**src/rtl/gpu_pkg.sv**
```systemverilog
// Shared GPU text-mode definitions: glyph cell geometry and the glyph row payload type.
package gpu_pkg;

  localparam int unsigned GLYPH_WIDTH  = 8;
  localparam int unsigned GLYPH_HEIGHT = 8;

  typedef logic [GLYPH_WIDTH-1:0] glyph_row_t;

endpackage : gpu_pkg

```
**src/rtl/pixel_shift_reg.sv**
```systemverilog
// Parallel-in / serial-out glyph row serializer; data_out is the current MSB
// and selects FG (1) or BG (0) colour for the pixel being drawn.
module pixel_shift_reg
  import gpu_pkg::*;
#(
  parameter int unsigned      WIDTH     = GLYPH_WIDTH,
  parameter logic             FILL_BIT  = 1'b0,
  parameter logic [WIDTH-1:0] RESET_VAL = '0
) (
  input  logic             clk,
  input  logic             rst,
  input  logic [WIDTH-1:0] data_in,
  input  logic             data_in_enable,
  input  logic             shift_enable,
  output logic             data_out
);

  // A one-bit register has no "remaining bits" to shift, so the slice below needs WIDTH >= 2.
  if (WIDTH < 2) begin : g_bad_width
    $error("pixel_shift_reg: WIDTH must be at least 2");
  end

  logic [WIDTH-1:0] shift_q;

  // Load has priority over shift; the fill bit enters at the LSB, nothing recirculates.
  always_ff @(posedge clk or posedge rst) begin
    if (rst) begin
      shift_q <= RESET_VAL;
    end else if (data_in_enable) begin
      shift_q <= data_in;
    end else if (shift_enable) begin
      shift_q <= {shift_q[WIDTH-2:0], FILL_BIT};
    end
  end

  // No output flop: a freshly loaded MSB is visible in the same cycle as the load edge.
  assign data_out = shift_q[WIDTH-1];

`ifndef SYNTHESIS
  // Strobes must be resolved whenever the register is live.
  a_load_known : assert property (@(posedge clk) disable iff (rst)
    !$isunknown(data_in_enable))
    else $error("pixel_shift_reg: data_in_enable is X/Z");

  a_shift_known : assert property (@(posedge clk) disable iff (rst)
    !$isunknown(shift_enable))
    else $error("pixel_shift_reg: shift_enable is X/Z");

  a_reset_val : assert property (@(posedge clk) rst |-> (shift_q == RESET_VAL))
    else $error("pixel_shift_reg: register not at RESET_VAL during reset");
`endif

endmodule : pixel_shift_reg

```
**config.mk**
```make
export PLATFORM = sky130hd
export DESIGN_NAME = pixel_shift_reg
export DESIGN_NICKNAME = d
export VERILOG_FILES = /design/src/rtl/gpu_pkg.sv /design/src/rtl/pixel_shift_reg.sv
export SDC_FILE = /design/constraint.sdc
export NUM_CORES = 1
export LEC_CHECK = 0
export CAP_MARGIN = 20
export CORE_AREA = 2 2 39 41
export CTS_BUF_LIST = sky130_fd_sc_hd__clkbuf_8
export CTS_CLUSTER_DIAMETER = 80
export DETAILED_ROUTE_END_ITERATION = 12
export DIE_AREA = 0 0 41 43
export PLACE_DENSITY = 0.51
export SLEW_MARGIN = 20
export SYNTH_ARGS = -nofsm -noshare
export SYNTH_HDL_FRONTEND = slang
export SYNTH_SLANG_ARGS = --single-unit
```
**constraint.sdc**
```tcl
create_clock -name clk -period 1.3 [get_ports clk]
set_input_delay 0.26 -clock clk [delete_from_list [all_inputs] [get_ports clk]]
set_output_delay 0.26 -clock clk [all_outputs]
set_load 0.005 [all_outputs]
```
==> run summary <==
The quantity of I/O buffers inserted on ports was 12; the initial antenna violation count was 0. The worst hold path belongs to the class in2async. The logs give 11 for the largest net degree at the start of global routing and 285 for the overall via count from detail_route. The total power density per cell area came out at 1215 nW/um2.

STA classifies the critical path endpoint as an output pin. By area the synthesized netlist is led by dfrtp_1 54%, mux2i_1 19%, o21ai_1 9.4%. The pre-antenna-repair detailed-routing pass consisted of 2 iterations. For the remaining max-slew budget at the tightest pin, the log shows 0.7922. On the final layout, the worst clock skew is 0.001260 ns.

The tools report the number of primary I/O pins as 13. The register ranked first by flip-flop count was shift_q. Post-CTS timing repair inserted 0 buffers for setup.

The post-synthesis to final-layout area growth came out at 49.66%. Ranked by instance count, the synthesized netlist is headed by 8 x dfrtp_1, 8 x nand2_1, 7 x mux2i_1, 7 x o21ai_1, 2 x buf_6. STA classifies the critical path startpoint as a register.

By startpoint and endpoint, the worst setup path is classified as reg2out. The tools report the total number of nets in the final design as 64. In this run, synthesis inferred 0 flip-flops with an integrated enable. For this block, the routed nets add up to 670 um of wire. The first routing iteration left 3 violations.

The layout cell share with drive strength beyond 1 works out to 0.1000. The flow ran to the end, and the final reports show no timing, DRC or antenna violations. The logs give 270 for the via count of the first global-routing pass and 1 for the number of H-tree branching levels.

At the later pin of the worst-skew pair, clock insertion delay measures 0.22 ns. The library cell with the largest summed area after synthesis is dfrtp_1. The tools report the utilization of the core after routing as 0.4033. The largest registers in the layout are shift_q x8.

The count of pins over their slew limit came out at 0. For the row count, the log shows 14. Dividing the synthesized area by the synthesized cell count gives 10.65 um2. In the synthesized netlist the dominant register cell turns out to be dfrtp_1. The proportion of synthesized chip area in sequential cells is 0.5369.

Clock tree synthesis found a total of 8 sinks. On the worst path, the slowest cell contributes a delay of 0.37 ns. The area share of the largest cell type after synthesis was 0.5369; the count of non-filler cells in the finished layout was 66.

The remaining global-route overflow was 0. After clock tree synthesis, the clock-pin slew on the worst setup and hold paths is 0.04 ns. The number of flip-flops under the largest register name came out at 8. Timing would allow up to 0.9000 GHz. The final antenna-violating net count was 0. The fraction of registers with async set/reset was 1.000.

TritonCTS built the clock tree. In this run the clock root is driven by a clkbuf_8. Max-cap violations in this run came to 0. The logs give 0 for the final hold violation count and 35 for the instance count of the mapped netlist. Hold timing on the final database bottoms out at a slack of 0.2899 ns. For the leakage power figure, the log shows 0.2585 nW. IR analysis of the VDD net gives a maximum drop of 0.4227 mV. Worst path buffer plus inverter count: 1. Once detailed placement completed, the half-perimeter wirelength came to 560.4 um. The overall track demand over capacity in global routing is 0.09858, and the maximum net fanout on the critical path is 2.

The placeable core region was 1384 um2. The signal on the critical path passes through dlygate4sd2_1. The initial cell density of the core was 0.2694.

The run gives 3 as the total CTS buffers. Setup repair after global routing left no endpoint under its margin. The tools report the worst path required time as 1.04 ns. For this run, design rule violations remaining after detail routing come to 0. The clock passes through at most 2 buffers. Count of yosys warnings during synthesis: 0. The final routed wire length divided by cell count was 10.15 um.

The tools report the die area as 1763 um2. At the worst endpoint, the arrival time is 0.85 ns. At the pin with the least slew margin, the transition time is 0.3114 ns. Among all stages on the critical path, the largest delay is contributed by dfrtp_1.

The via-per-instance ratio was 4.318. Counting every net in the synthesized netlist gives 47. The count of cell types in the netlist was 8; the number of endpoints failing setup at the final stage was 0. The width of the die works out to 41 um. The number of cells in the design after placement was 63. The number of diodes added for antenna fixing is 0. For the netlist area before placement, the log shows 372.9 um2.

In this design, the largest share of critical-path delay is due to flip-flops. The first-pass GRT wire length was 1117 um. The final worst-path cycle share works out to 0.8547.

Counting flops and latches in the post-synthesis netlist gives 8. At the end of routability-driven placement, the weighted congestion stood at 0.6999. Clock period minus worst slack: 1.111 ns. The die is 43 um tall.
[area by class of cell]
class                   count  area (um2)
fillers                   150       825.8
flip-flops and latches      8       200.2
inverters                   1       3.754
repair buffers             14       146.4
clock buffers               3       41.29
well taps                  16       20.02
multi-input cells          24       146.4
[kinds of logic after synthesis]
kind of cell    count (synthesis)  synth area share
buf+inv                         3           0.07046
flops                           8            0.5369
compound gates                  8            0.1074
mux                             7            0.1879
simple gates                    9           0.09733
[where the power goes]
group          total, mW  switching (mW)  internal, mW
clock network      0.289          0.0892         0.200
registers          0.287          0.0125         0.275
logic              0.102          0.0389        0.0631
[what timing repair did]
item / CTS / global route
endpoints found under the hold margin: 0 / 0
hold buffers: 0 / 0
resized for setup: 1 / 0
setup endpoints to repair: 1 / 0
[path summary, 6_finish.rpt]
check | slack [ns] | endpoint | start | cells after the start
worst max-delay path | 0.19 | data_out | shift_q[7]$_DFFE_PP0P_ | 1
worst min-delay path | 0.29 | shift_q[6]$_DFFE_PP0P_ | rst | 2
worst max register to register | 0.59 | shift_q[1]$_DFFE_PP0P_ | shift_q[0]$_DFFE_PP0P_ | 2
worst min register to register | 0.55 | shift_q[6]$_DFFE_PP0P_ | shift_q[6]$_DFFE_PP0P_ | 2
max in group asynchronous | 0.78 | shift_q[0]$_DFFE_PP0P_ | rst | 2
min in group clk | 0.55 | shift_q[6]$_DFFE_PP0P_ | shift_q[6]$_DFFE_PP0P_ | 2
[metrics by stage]
stage / total power, mW / area (um2) / TNS [ns] / worst slack, ns
after floorplan: 0.3403 / 372.9 / 0 / 0.5698
after global placement: 0.3929 / 518.0 / -0.002066 / -0.002066
after detailed placement: 0.3970 / 518.0 / -0.007623 / -0.004447
after CTS: 0.6920 / 558.0 / 0 / 0.1753
after global routing: 0.7192 / 558.0 / 0 / 0.1372
final: 0.6783 / 558.0 / 0 / 0.1889
[cells in the final DEF (no fill, tap or decap), types with 3 or more instances in the layout]
master           netlist  final
clkbuf_8               0      3
dfrtp_1                8      8
nand2_1                8      8
o21ai_1                7      7
clkdlybuf4s50_1        0     11
mux2i_1                7      7
[layer usage]
layer | share of wire | up-vias | wire length, um | global-route usage
met2 | 0.48 | 10 | 322 | 0.1313
met3 | 0.073 | 2 | 49 | 0.03141
met4 | 0.022 | 0 | 15 | 0.08000
li1 | - | 149 | - | -
met1 | 0.42 | 124 | 283 | 0.1237
met5 | 0 | - | 0 | 0
Note: power is estimated with default switching activity, not from simulation.
